### src/rtl/seg_pkg.sv
// Shared constants, frame-state encoding and BCD-to-binary helper for the
// seven-segment scan decoder.
package seg_pkg;

   localparam logic [7:0] SEG_D0 = 8'b1111_1100;
   localparam logic [7:0] SEG_D1 = 8'b0110_0000;
   localparam logic [7:0] SEG_D2 = 8'b1101_1010;
   localparam logic [7:0] SEG_D3 = 8'b1111_0010;
   localparam logic [7:0] SEG_D4 = 8'b0110_0110;
   localparam logic [7:0] SEG_D5 = 8'b1011_0110;
   localparam logic [7:0] SEG_D6 = 8'b1011_1110;
   localparam logic [7:0] SEG_D7 = 8'b1110_0000;
   localparam logic [7:0] SEG_D8 = 8'b1111_1110;
   localparam logic [7:0] SEG_D9 = 8'b1111_0110;

   localparam logic [1:0] SEL_TENS = 2'b10;
   localparam logic [1:0] SEL_ONES = 2'b01;

   localparam logic [3:0] BCD_ERR = 4'hF;

   typedef enum logic [1:0] {
      IDLE,
      HAVE_TENS,
      HAVE_ONES
   } frame_state_e;

   // ten*10 + one using shifts; both digits are at most 9, so 7 bits suffice.
   function automatic logic [6:0] bcd_to_bin(input logic [3:0] t, input logic [3:0] o);
      return ({3'b000, t} << 3) + ({3'b000, t} << 1) + {3'b000, o};
   endfunction

endpackage

### src/rtl/seg7_to_bcd.sv
// Combinational seven-segment pattern to BCD digit lookup; dp is ignored and
// unrecognised patterns return BCD_ERR.
module seg7_to_bcd
   import seg_pkg::*;
(
   input  logic [7:0] i_seg,
   output logic [3:0] o_bcd
);

   logic [7:0] w_seg;

   assign w_seg = {i_seg[7:1], 1'b0};

   // NOTE: o_bcd gets a default before the case so no path leaves it unassigned (no latch).
   always_comb begin
      o_bcd = BCD_ERR;
      case (w_seg)
         SEG_D0:  o_bcd = 4'd0;
         SEG_D1:  o_bcd = 4'd1;
         SEG_D2:  o_bcd = 4'd2;
         SEG_D3:  o_bcd = 4'd3;
         SEG_D4:  o_bcd = 4'd4;
         SEG_D5:  o_bcd = 4'd5;
         SEG_D6:  o_bcd = 4'd6;
         SEG_D7:  o_bcd = 4'd7;
         SEG_D8:  o_bcd = 4'd8;
         SEG_D9:  o_bcd = 4'd9;
         default: o_bcd = BCD_ERR;
      endcase
   end

endmodule

### src/rtl/seg_scan_decoder.sv
// Snoops a two-digit multiplexed seven-segment scan bus and recovers the
// displayed number once enough consecutive identical frames agree.
module seg_scan_decoder
   import seg_pkg::*;
#(
   parameter int SETTLE_CYCLES = 4,
   parameter int STABLE_FRAMES = 2,
   parameter int TIMEOUT       = 250000
) (
   input  logic       clk,
   input  logic       rst_n,
   input  logic [1:0] digit_con,
   input  logic [7:0] digit_seg,
   output logic [3:0] ten,
   output logic [3:0] one,
   output logic [6:0] value,
   output logic       valid,
   output logic       update,
   output logic       err
);

   localparam int SW = $clog2(SETTLE_CYCLES + 1);
   localparam int TW = $clog2(TIMEOUT + 1);
   localparam logic [SW-1:0] SETTLE_MAX  = SW'(SETTLE_CYCLES);
   localparam logic [TW-1:0] TIMEOUT_MAX = TW'(TIMEOUT);
   localparam logic [3:0]    STABLE_MAX  = 4'(STABLE_FRAMES);

   logic [9:0]    r_bus_s1, r_bus_s2;
   logic [SW-1:0] r_settle;
   logic [TW-1:0] r_idle;
   frame_state_e  r_state, w_state_nxt;
   logic [3:0]    r_pend_ten, r_pend_one, r_prev_ten, r_prev_one, r_match;
   logic          r_pend_bad;

   logic [1:0] w_con;
   logic [7:0] w_seg;
   logic [3:0] w_bcd, w_frame_ten, w_frame_one, w_match_nxt;
   logic       w_change, w_sel_ok, w_is_tens, w_capture, w_timeout, w_bcd_err;
   logic       w_frame_done, w_frame_bad, w_same_prev, w_commit;

   // NOTE: sequential state uses non-blocking assignments so every flop samples pre-edge values.
   always_ff @(posedge clk or negedge rst_n) begin
      if (!rst_n) begin
         r_bus_s1 <= '0;
         r_bus_s2 <= '0;
      end else begin
         r_bus_s1 <= {digit_con, digit_seg};
         r_bus_s2 <= r_bus_s1;
      end
   end

   // A difference between the stages means s2 changes on this edge, restarting the settle count.
   assign w_change  = (r_bus_s1 != r_bus_s2);
   assign w_con     = r_bus_s2[9:8];
   assign w_seg     = r_bus_s2[7:0];
   assign w_is_tens = (w_con == SEL_TENS);
   assign w_sel_ok  = w_is_tens || (w_con == SEL_ONES);
   assign w_capture = !w_change && w_sel_ok && (r_settle == SETTLE_MAX - SW'(1));
   assign w_timeout = !w_capture && (r_idle == TIMEOUT_MAX - TW'(1));

   seg7_to_bcd u_dec (
      .i_seg (w_seg),
      .o_bcd (w_bcd)
   );

   assign w_bcd_err   = (w_bcd == BCD_ERR);
   assign w_frame_ten = w_is_tens ? w_bcd : r_pend_ten;
   assign w_frame_one = w_is_tens ? r_pend_one : w_bcd;
   assign w_frame_bad = r_pend_bad || w_bcd_err;
   assign w_same_prev = ({w_frame_ten, w_frame_one} == {r_prev_ten, r_prev_one});

   always_comb begin
      w_state_nxt  = r_state;
      w_frame_done = 1'b0;
      if (w_capture) begin
         case (r_state)
            IDLE:      w_state_nxt = w_is_tens ? HAVE_TENS : HAVE_ONES;
            HAVE_TENS: if (!w_is_tens) begin
                          w_frame_done = 1'b1;
                          w_state_nxt  = IDLE;
                       end
            HAVE_ONES: if (w_is_tens) begin
                          w_frame_done = 1'b1;
                          w_state_nxt  = IDLE;
                       end
            default:   w_state_nxt = IDLE;
         endcase
      end else if (w_timeout) begin
         w_state_nxt = IDLE;
      end
   end

   always_comb begin
      w_match_nxt = 4'd1;
      if (w_frame_bad)
         w_match_nxt = '0;
      else if (w_same_prev)
         w_match_nxt = (r_match == STABLE_MAX) ? r_match : r_match + 4'd1;
   end

   assign w_commit = w_frame_done && !w_frame_bad && (w_match_nxt == STABLE_MAX) &&
                     (!valid || ({w_frame_ten, w_frame_one} != {ten, one}));

   always_ff @(posedge clk or negedge rst_n) begin
      if (!rst_n) begin
         r_settle   <= '0;
         r_idle     <= '0;
         r_state    <= IDLE;
         r_pend_ten <= '0;
         r_pend_one <= '0;
         r_pend_bad <= 1'b0;
         r_prev_ten <= '0;
         r_prev_one <= '0;
         r_match    <= '0;
      end else begin
         r_state <= w_state_nxt;

         if (w_change)
            r_settle <= '0;
         else if (r_settle != SETTLE_MAX)
            r_settle <= r_settle + SW'(1);

         if (w_capture)
            r_idle <= '0;
         else if (r_idle != TIMEOUT_MAX)
            r_idle <= r_idle + TW'(1);

         if (w_capture) begin
            if (w_is_tens) r_pend_ten <= w_bcd;
            else           r_pend_one <= w_bcd;
            r_pend_bad <= (r_state == IDLE) ? w_bcd_err : (r_pend_bad || w_bcd_err);
         end

         if (w_frame_done) begin
            r_match <= w_match_nxt;
            if (!w_frame_bad) begin
               r_prev_ten <= w_frame_ten;
               r_prev_one <= w_frame_one;
            end
         end else if (w_timeout) begin
            r_match <= '0;
         end
      end
   end

   always_ff @(posedge clk or negedge rst_n) begin
      if (!rst_n) begin
         ten    <= '0;
         one    <= '0;
         value  <= '0;
         valid  <= 1'b0;
         update <= 1'b0;
         err    <= 1'b0;
      end else begin
         update <= w_commit;
         err    <= w_capture && w_bcd_err;
         if (w_commit) begin
            ten   <= w_frame_ten;
            one   <= w_frame_one;
            value <= bcd_to_bin(w_frame_ten, w_frame_one);
            valid <= 1'b1;
         end else if (w_timeout) begin
            valid <= 1'b0;
         end
      end
   end

endmodule

### config.mk
export PLATFORM = sky130hd
export DESIGN_NAME = seg_scan_decoder
export DESIGN_NICKNAME = d
export VERILOG_FILES = /design/src/rtl/seg_pkg.sv /design/src/rtl/seg7_to_bcd.sv /design/src/rtl/seg_scan_decoder.sv
export SDC_FILE = /design/constraint.sdc
export NUM_CORES = 1
export LEC_CHECK = 0
export CELL_PAD_IN_SITES_DETAIL_PLACEMENT = 0
export CELL_PAD_IN_SITES_GLOBAL_PLACEMENT = 1
export CORE_MARGIN = 4
export CORE_UTILIZATION = 40
export CTS_CLUSTER_DIAMETER = 60
export DETAILED_ROUTE_END_ITERATION = 6
export PLACE_DENSITY = 0.79
export SETUP_SLACK_MARGIN = 0.2
export SYNTH_ARGS = -nofsm -noshare
export SYNTH_HDL_FRONTEND = slang
export SYNTH_SLANG_ARGS = --single-unit
### constraint.sdc
create_clock -name clk -period 3.35 [get_ports clk]
set_input_delay 0.67 -clock clk [delete_from_list [all_inputs] [get_ports clk]]
set_output_delay 0.67 -clock clk [all_outputs]
set_load 0.05 [all_outputs]
==> metrics.md, run 1 <==
| Metric | Value |
|---|---|
| Outcome | `completed` |
| Hold depth | `0` |
| Die height | `117 um` |
| Seq pwr share | `around 44%` |
| Vias per cell | `about 5.4` |
| Combinational Power Share | `9.9%` |
| Final setup vio count | `0` |
| Sequential fraction of the synthesis area | `a little over two fifths` |
| CP max-delay cell | `or4_4` |
| Port Buf Inserts | `29` |
| Critical path's top delay family | `simple AND/OR/NAND/NOR gates` |
| Post-synth EDFFs | `0` |
| Setup TNS | `0 ps` |
| CP Launch Type | `flop` |
| DR iter-0 viols | `129` |
| Post-synth design cell area | `roughly 4700 sq um` |
| Critical path type | `flop to flop` |
| Fin crit period | `about 3200 ps` |
| Clk pwr share | `between 40% and 50%` |
| Vias in the first global route | `roughly 3800` |
| Sw frac | `23.1%` |
| Initial Utilization | `41.2%` |
| Max FO, Critical Path | `9` |
| Internal power | `1.77 mW` |
| Psw | `534 uW` |
| Filler cells | `around 1000` |
| Total number of vias | `about 3700` |
| Synth top area cells | `dfrtp_1, xor2_1, mux2_2, xnor2_1, ha_1` |
| Avg Inst Size Synth | `~10 sq um` |
| Slew HR | `30.4%` |
| Max-slew violation count | `0` |
| Place WS | `between 60 and 70 ps` |
| Worst R2R End | `value[1]$_DFFE_PN0P_` |
| Max cap viols | `0` |
| RSZ-0062 raised after global routing | `yes` |
| Required @ worst endpoint | `3580 ps` |
| Clk_lat worst skew | `between 300 and 400 ps` |
| Most frequent CP cell | `buf_4` |
| Worst r2r path cells | `11` |
| FMAX | `313 MHz` |
| Area share of the largest cell type after synthesis | `42.8%` |
| Clock skew | `approximately 5.5 ps` |
| Final hold vios | `0` |
| WP data arrival | `3430 ps` |
| CTS Buffer Depth | `2` |
| Leak | `2.67 nW` |
| Wire length per cell | `about 17 um` |
| CP bufs+invs | `3` |
| # nets final | `579` |
| Clock Pin Slew Worst Setup and Hold Paths | `60 ps` |
| Width of the die | `117 um` |
| Clock root cell | `clkbuf_16` |
| Core Box Area | `11500 sq um` |
| #FFs+latches synth | `slightly above 80` |
| Worst flop-to-flop path startpoint | `r_bus_s2[5]$_DFF_PN0_` |
| Largest area contributor in the netlist | `dfrtp_1` |
| Post-CTS Hold Buffers | `0` |
| Most used DFF post-synth | `dfrtp_1` |
| HPWL after DPL | `7960 um` |
| RD Place Congestion | `0.874` |
| Worst hold-check path type | `flop to flop` |
| CTS tree | `built` |
| Crit end category | `flop` |
| VDD IR max | `0.326 mV` |
| First-pass GRT wire length | `around 19000 um` |
| WHS Endpoint | `r_bus_s2[1]$_DFF_PN0_` |
| Post-route clock period utilization | `95.3%` |
| Reg-to-reg slack, setup | `160 ps` |
| FFs w/ async S/R, synth | `100%` |
| Yosys cell types | `approximately 70` |
| Synthesized netlist net count | `499` |
| Crit-path max cell delay | `about 540 ps` |
| Worst-margin pin slew | `1040 ps` |
| Area growth, synth to finish | `28.2%` |
| # rows | `39` |
| DRC | `0` |
| Hold wc startpoint | `r_bus_s1[1]$_DFF_PN0_` |
| Cell Chain, Critical Path | `buf_4 > xnor2_1 > nor4b_2 > nand2b_4 > o31ai_1 > a22o_1 > or4_4 > a311oi_4 > buf_4 > buf_12 > mux2_2` |
| Die ar. | `13700 sq um` |
| PD cells | `380 nW/um^2` |
| H-tree depth | `3` |
| First-pass iteration count of the detailed router | `7` |
| Initial antenna violation count | `0` |
| # IOs | `30` |
| Overall Global Routing Usage | `18.3%` |
| Clock net sink count | `81` |
| Num CTS Buffers | `9` |
| Largest net degree at the start of global routing | `82` |
| Cells after Synth | `470` |
| Finished Core Util | `between 50 and 60%` |
| Share of layout cells above drive strength 1 | `24.9%` |
| Synthesis Warnings | `0` |
| Antenna fix cells | `0` |
| Remaining Overflow, GRT | `0` |
| Final wirelength | `11600 um` |
| Setup WS post-layout | `156 ps` |
| Remaining antenna violation count | `0` |
-- through the flow --
stage | instances | hold slack, ps | area, sq um | total power, mW
2_1_floorplan | 470 | 372 | 4790 | 1.13
3_3_place_gp | 655 | 376 | 5380 | 1.21
3_5_place_dp | 655 | 380 | 5380 | 1.21
4_1_cts | 692 | 395 | 5990 | 2.33
5_1_grt | 697 | 403 | 6080 | 2.41
6_report | 697 | 395 | 6080 | 2.31
-- sequential cells by signal (all words and copies together), names as in the netlist --
signal      cells
err             1
one             4
r_bus_s1       10
r_bus_s2       10
r_idle         18
r_match         4
r_pend_bad      1
r_pend_one      4
r_pend_ten      4
r_prev_one      4
r_prev_ten      4
r_settle        3
r_state         2
ten             4
update          1
valid           1
value           6
-- worst max path at each step --
stage | cells past startpoint | endpoint | from | slack (ps)
after floorplan | 16 | value[6]$_DFFE_PN0P_ | r_bus_s2[5]$_DFF_PN0_ | 210
after global placement | 12 | value[5]$_DFFE_PN0P_ | r_bus_s2[2]$_DFF_PN0_ | 90
after detailed placement | 13 | value[6]$_DFFE_PN0P_ | r_bus_s2[1]$_DFF_PN0_ | 70
after CTS | 13 | value[6]$_DFFE_PN0P_ | r_bus_s2[1]$_DFF_PN0_ | 180
after global routing | 15 | value[5]$_DFFE_PN0P_ | r_bus_s2[5]$_DFF_PN0_ | 2
final | 11 | value[1]$_DFFE_PN0P_ | r_bus_s2[5]$_DFF_PN0_ | 160
-- cells by family after synthesis --
logic type / after synthesis / synth area share, %
buffers and inverters: 43 / 4.49
adder cells (fa/ha/maj): 17 / 4.80
flip-flops: 81 / 42.8
AO/OA/AOI/OAI: 88 / 13.6
XOR/XNOR: 52 / 9.61
AND/OR/NAND/NOR: 158 / 17.1
multiplexers: 31 / 7.66
-- synthesized netlist by cell type, drive strengths merged, types with 10 or more instances --
| library cell | n |
|---|---|
| xor2 | 29 |
| xnor2 | 23 |
| mux2 | 24 |
| inv | 25 |
| o21ai | 19 |
| dfrtp | 81 |
| nor2 | 45 |
| a21oi | 17 |
| ha | 15 |
| nand3 | 18 |
| buf | 10 |
| nand2 | 37 |
-- metal layers --
| layer | vias up | track usage [%] | wire, um | part of all wire (%) |
|---|---|---|---|---|
| met1 | 1831 | 23.4 | 5220 | 45 |
| met2 | 70 | 30.4 | 5650 | 49 |
| li1 | 1815 | - | - | - |
| met3 | 16 | 5.19 | 496 | 4.3 |
| met4 | 0 | 5.66 | 214 | 1.8 |
| met5 | - | 0 | 0 | 0 |
-- layout by cell type, fill, tap and decap left out, types with 3 or more instances in the layout --
cell type and count:
dfrtp_1 75, buf_4 53, nor2_1 43, nand2_1 37, xor2_1 29, clkdlybuf4s50_1 28
inv_1 23, xnor2_1 23, nand3_1 16, o21ai_0 16, mux2_2 16, a21oi_1 13
ha_1 11, clkbuf_16 10, a21o_1 8, mux2_4 8, nor3_1 8, a31oi_1 7
mux2i_1 6, dfrtp_2 6, and3_1 5, nor4_1 5, nor2b_1 4, nand3b_1 4
or3_1 4, and2_1 3, a21oi_2 3, nand2b_1 3, a22o_1 3, a211oi_1 3
o31ai_1 3, nand4_1 3, ha_4 3, buf_6 3
-- area by class of cell --
cell class / count / area [sq um] / area share [%]
inverter: 25 / 93.8 / 1.54
timing repair buffer: 87 / 762 / 12.5
clock inverter: 4 / 76.3 / 1.26
sequential: 81 / 2030 / 33.5
tap: 143 / 179 / 2.94
multi-input combinational: 346 / 2690 / 44.3
clock buffer: 11 / 243 / 3.99
-- power by group through the flow --
| stage | Sequential [mW] | Combinational, mW | Clock (mW) |
|---|---|---|---|
| 2_1_floorplan | 1.02 | 0.118 | 0 |
| 3_3_place_gp | 1.02 | 0.184 | 0 |
| 3_5_place_dp | 1.02 | 0.184 | 0 |
| 4_1_cts | 1.01 | 0.223 | 1.10 |
| 5_1_grt | 1.01 | 0.255 | 1.15 |
| 6_report | 1.01 | 0.229 | 1.07 |
-- what timing repair did --
action	4_1_cts	5_1_grt
gates cloned	1	1
endpoints found under the setup margin	11	14
resized for setup	29	5
setup buffers	21	4
pin swaps	12	3
No activity file was read; power rests on OpenSTA's default activity.
==> inputs of run 2 (changes only) <==
- HOLD_SLACK_MARGIN: unset -> 0.08
==> results of run 2 <==
No change in the layout: final DEF, timing and power equal those of run 1.
==> RTL change 1, RTL diff (flow settings as in run 1) <==
Set the parameter `TIMEOUT` to 125000 (it was 250000).
--- a/src/rtl/seg_scan_decoder.sv
+++ b/src/rtl/seg_scan_decoder.sv
@@ -7,3 +7,3 @@
    parameter int STABLE_FRAMES = 2,
-   parameter int TIMEOUT       = 250000
+   parameter int TIMEOUT       = 125000
 ) (
Behaviour: same outputs for any inputs over 10 cycles, from zero or initial values and one cycle with rst_n low; that may be too few to reach the edited logic, so the function may still have changed.
==> RTL change 1 against run 1 <==
Setup slack worse by 0.13 ns; routed wire length is 1.2% lower; sequential cell count is 1 lower; maximum frequency is 3.9% lower; total power is 7.4% lower; clock power is 11% lower; critical path type unchanged; first-iteration DRC count is 72% higher; non-clock buffer count is 12 lower; final area is 2.8% lower; clock skew is 0.0053 ns higher; area after synthesis is 0.63% lower.
==> RTL change 1: results (changes against run 1) <==
Hold Slack -> 0.391 ns (was 0.395 ns)
crit path setup slack, layout -> 0.0268 ns (was 0.156 ns)
status -> completed (unchanged)
global-route wire length before repair -> 18.9 mm (was 19.4 mm)
Area after DPL -> 5370 µm² (was 5380 µm²)
Post-Synth Adder-Cell Area -> 4.84% (was 4.80%)
flop-to-flop setup slack -> 0.03 ns (was 0.16 ns)
nets -> 561 (was 579)
Slowest Stage Delay on Critical Path -> 0.52 ns (was 0.54 ns)
clk_skew -> 0.0108 ns (was 0.00548 ns)
syn_area_per_cell -> 10.1 µm² (about the same)
dpl cells -> 649 (was 655)
DP HPWL -> 8.04 mm (was 7.96 mm)
biggest regs -> r_idle: 17 flops, r_bus_s1: 10 flops, r_bus_s2: 10 flops (was r_idle: 18 flops, r_bus_s1: 10 flops, r_bus_s2: 10 flops)
Seq/Total Area, Yosys -> 42.5% (was 42.8%)
GRT Util Overall -> 18.1% (was 18.3%)
Yosys cell types -> 72 (was 71)
pre-CTS setup slack -> -0.0195 ns (was 0.0672 ns)
drt pass-1 iters -> 4 (was 7)
vias in the first global route -> 3795 (was 3826)
mux contribution to synthesized area -> 7.31% (was 7.66%)
VDD IR max -> 0.000339 V (was 0.000326 V)
overall power -> 2.14 mW (was 2.31 mW)
pin count of the biggest net entering global routing -> 81 (was 82)
drt total wl -> 11.4 mm (was 11.6 mm)
Post-synth top cells -> 80 x dfrtp_1, 40 x nor2_1, 38 x nand2_1 (was 81 x dfrtp_1, 45 x nor2_1, 37 x nand2_1)
crit path DAT -> 3.56 ns (was 3.43 ns)
vias -> 3680 (was 3732)
Post-Synth XOR/XNOR Area -> 8.37% (was 9.61%)
==> RTL change 1: changes by cell type after synthesis, sizes merged, moves of 5 or more <==
cell,run 1,this run
inv,25,19
nand3,18,13
nand4,3,9
nor2,45,40
nor3,8,14
o21ai,19,24
xor2,29,22
==> RTL change 1: area by class of cell <==
class / instances / area (µm²) / share of cell area [%]
clock buffers: 9 / 225 / 3.81
clock inverters: 7 / 62.6 / 1.06
inverters: 19 / 71.3 / 1.21
multi-input cells: 347 / 2660 / 45.1
flip-flops and latches: 80 / 2000 / 33.9
well taps: 143 / 179 / 3.03
repair buffers: 75 / 701 / 11.9
==> RTL change 1: per-layer routing <==
metal / wire length [µm] / track usage [%] / vias to the layer above
li1: - / - / 1791
met3: 615 / 6.94 / 23
met2: 5360 / 28.7 / 87
met5: 0 / 0 / -
met1: 5170 / 22.6 / 1779
met4: 291 / 6.65 / 0
==> RTL change 2, RTL diff (settings of run 1) <==
Made on the original files. Put one more register stage on the output `ten`, with the module's reset. The value now appears one clock later. The other outputs are not delayed to match.
--- a/src/rtl/seg_scan_decoder.sv
+++ b/src/rtl/seg_scan_decoder.sv
@@ -26,2 +26,4 @@
    localparam logic [3:0]    STABLE_MAX  = 4'(STABLE_FRAMES);
+
+   logic [3:0] ten_s0;
 
@@ -101,3 +103,3 @@
    assign w_commit = w_frame_done && !w_frame_bad && (w_match_nxt == STABLE_MAX) &&
-                     (!valid || ({w_frame_ten, w_frame_one} != {ten, one}));
+                     (!valid || ({w_frame_ten, w_frame_one} != {ten_s0, one}));
 
@@ -147,3 +149,3 @@
       if (!rst_n) begin
-         ten    <= '0;
+         ten_s0 <= '0;
          one    <= '0;
@@ -157,3 +159,3 @@
          if (w_commit) begin
-            ten   <= w_frame_ten;
+            ten_s0 <= w_frame_ten;
             one   <= w_frame_one;
@@ -167,2 +169,10 @@
 
+   always_ff @(posedge clk or negedge rst_n) begin
+      if (!rst_n) begin
+         ten <= '0;
+      end else begin
+         ten <= ten_s0;
+      end
+   end
+
 endmodule
Formal check against the unedited RTL: same outputs for any inputs over 10 cycles, from zero or initial values and one cycle with rst_n low; that may be too few to reach the edited logic, so the function may still have changed.
==> RTL change 2 against run 1 <==
Sequential power rose by 5%; cell count fell by 0.86%; setup slack got worse by 0.00053 ns; area after synthesis fell by 0.16%; routed wire length fell by 2.0%; total power rose by 0.99%; final area rose by 0.31%; sequential cell count rose by 4; critical endpoint is now value[6]$_DFFE_PN0P_.
==> RTL change 2: results (changes against run 1) <==
status -> completed (unchanged)
Seq/Total Area, Yosys -> 44.9% (was 42.8%)
antenna violations before repair -> 0 (unchanged)
ant diodes -> 0 (unchanged)
# port buffers -> 29 (unchanged)
crit path max fanout -> 7 (was 9)
Post-Layout Cell Count -> 691 (was 697)
FF-to-FF Start -> r_bus_s2[3]$_DFF_PN0_ (was r_bus_s2[5]$_DFF_PN0_)
CTS Root Buffer Type -> clkbuf_16 (unchanged)
dpl cells -> 645 (was 655)
pin count of the biggest net entering global routing -> 41 (was 82)
DP HPWL -> 7.84 mm (was 7.96 mm)
Async S/R FF share, synth -> 100% (unchanged)
slew margin rel. -> 63.4% (was 30.4%)
nets -> 572 (was 579)
vias in the first global route -> 3696 (was 3826)
biggest regs -> r_idle: 18 flops, r_bus_s1: 10 flops, r_bus_s2: 10 flops (unchanged)
global-route wire length before repair -> 18.6 mm (was 19.4 mm)
synth top area cells -> dfrtp_1 45%, xnor2_1 5.9%, nand2_1 4.1% (was dfrtp_1 43%, xor2_1 5.4%, mux2_2 4.3%)
VDD IR max -> 0.000327 V (was 0.000326 V)
DR iter-0 viols -> 220 (was 129)
layout cell share with drive strength beyond 1 -> 27.0% (was 24.9%)
Syn Inst Count -> 466 (was 470)
clk_skew -> 0.00592 ns (was 0.00548 ns)
Slowest Stage Delay on Critical Path -> 0.59 ns (was 0.54 ns)
clk_lat worst skew -> 0.34 ns
CTS Buf Count -> 9 (unchanged)
Clock Tree Buf Depth -> 2 (unchanged)
crit path DAT -> 3.42 ns (was 3.43 ns)
slowest library cell on the worst path -> or4b_4 (was or4_4)
GRT Util Overall -> 17.6% (was 18.3%)
Most used DFF post-synth -> dfrtp_1 (unchanged)
Worst-path clk slew -> 0.06 ns (about the same)
gpl congestion -> 0.848 (was 0.874)
Ys Warns -> 0 (unchanged)
Filler Cells Inserted -> 1001 (was 1026)
Area after DPL -> 5340 µm² (was 5380 µm²)
LEAKAGE -> 2.77 nW (was 2.67 nW)
worst hold path type -> primary input to async pin (was flip-flop to flip-flop)
Routed WL per cell -> 16.4 µm (was 16.6 µm)
drt pass-1 iters -> 4 (was 7)
Psw -> 0.537 mW (was 0.534 mW)
syn nets -> 495 (was 499)
H-tree depth -> 3 (unchanged)
Yosys cell types -> 68 (was 71)
CP top delay family -> adder cells (was simple AND/OR/NAND/NOR gates)
post-DR vias/cell -> 5.35 (about the same)
Critical Path Source Type -> flip-flop (unchanged)
Post-synth top cells -> 85 x dfrtp_1, 52 x nand2_1, 38 x nor2_1 (was 81 x dfrtp_1, 45 x nor2_1, 37 x nand2_1)
pre-CTS setup slack -> 0.0405 ns (was 0.0672 ns)
RTL change 2: cells by family (layout without fill, tap and decap cells):
family | Yosys count | count (layout) | synth area share, %
simple gates | 167 | 167 | 18.4
flops | 85 | 85 | 44.9
compound gates | 77 | 77 | 11.6
xor+xnor | 49 | 49 | 9.07
buf+inv | 43 | 125 | 4.10
mux | 28 | 28 | 7.03
fa+ha+maj | 17 | 17 | 4.81
RTL change 2: final timing paths:
| path | endpoint | slack (ns) | cells after the start |
|---|---|---|---|
| worst min-delay path | ten[0]$_DFF_PN0_ | 0.29 | 1 |
| max in group asynchronous | r_bus_s2[7]$_DFF_PN0_ | 2.31 | 2 |
| worst min register to register | r_bus_s2[6]$_DFF_PN0_ | 0.39 | 0 |
| min in group clk | r_bus_s2[6]$_DFF_PN0_ | 0.39 | 0 |
| worst max register to register | value[6]$_DFFE_PN0P_ | 0.16 | 11 |
| worst max-delay path | value[6]$_DFFE_PN0P_ | 0.16 | 11 |
RTL change 2: final cells by class:
type | count | area (µm²) | share of cell area, %
well taps | 143 | 179 | 2.93
multi-input cells | 338 | 2630 | 43.2
clock buffers | 13 | 270 | 4.43
flip-flops and latches | 85 | 2140 | 35.0
inverters | 23 | 86.3 | 1.42
clock inverters | 3 | 42.5 | 0.698
repair buffers | 86 | 749 | 12.3
RTL change 2: power by group through the flow:
stage | Clock, mW | Combinational (mW) | Sequential (mW)
2_1_floorplan | 0 | 0.121 | 1.06
3_3_place_gp | 0 | 0.181 | 1.08
3_5_place_dp | 0 | 0.183 | 1.08
4_1_cts | 1.07 | 0.208 | 1.06
5_1_grt | 1.11 | 0.261 | 1.06
6_report | 1.04 | 0.236 | 1.06
RTL change 2: layer usage:
metal	up-vias	share of wire (%)	wire (µm)	track usage, %
met5	-	0	0	0
met4	0	1.5	171	4.97
met3	15	4.4	496	5.39
met2	69	49	5560	28.9
met1	1823	45	5120	22.6
li1	1793	-	-	-
RTL change 2: timing repair:
action | in CTS | in global routing
setup buffers | 14 | 16
endpoints found under the setup margin | 12 | 12
gates resized for setup | 27 | 29
pin swaps | 12 | 20
RTL change 2: worst register-to-register path, delay by kind of cell (launching register included):
family	cells	cell delay, ns
simple gates	1	0.59
flops	1	0.46
compound gates	3	0.37
buf+inv	2	0.13
fa+ha+maj	2	0.85
mux	2	0.57
xor+xnor	1	0.12
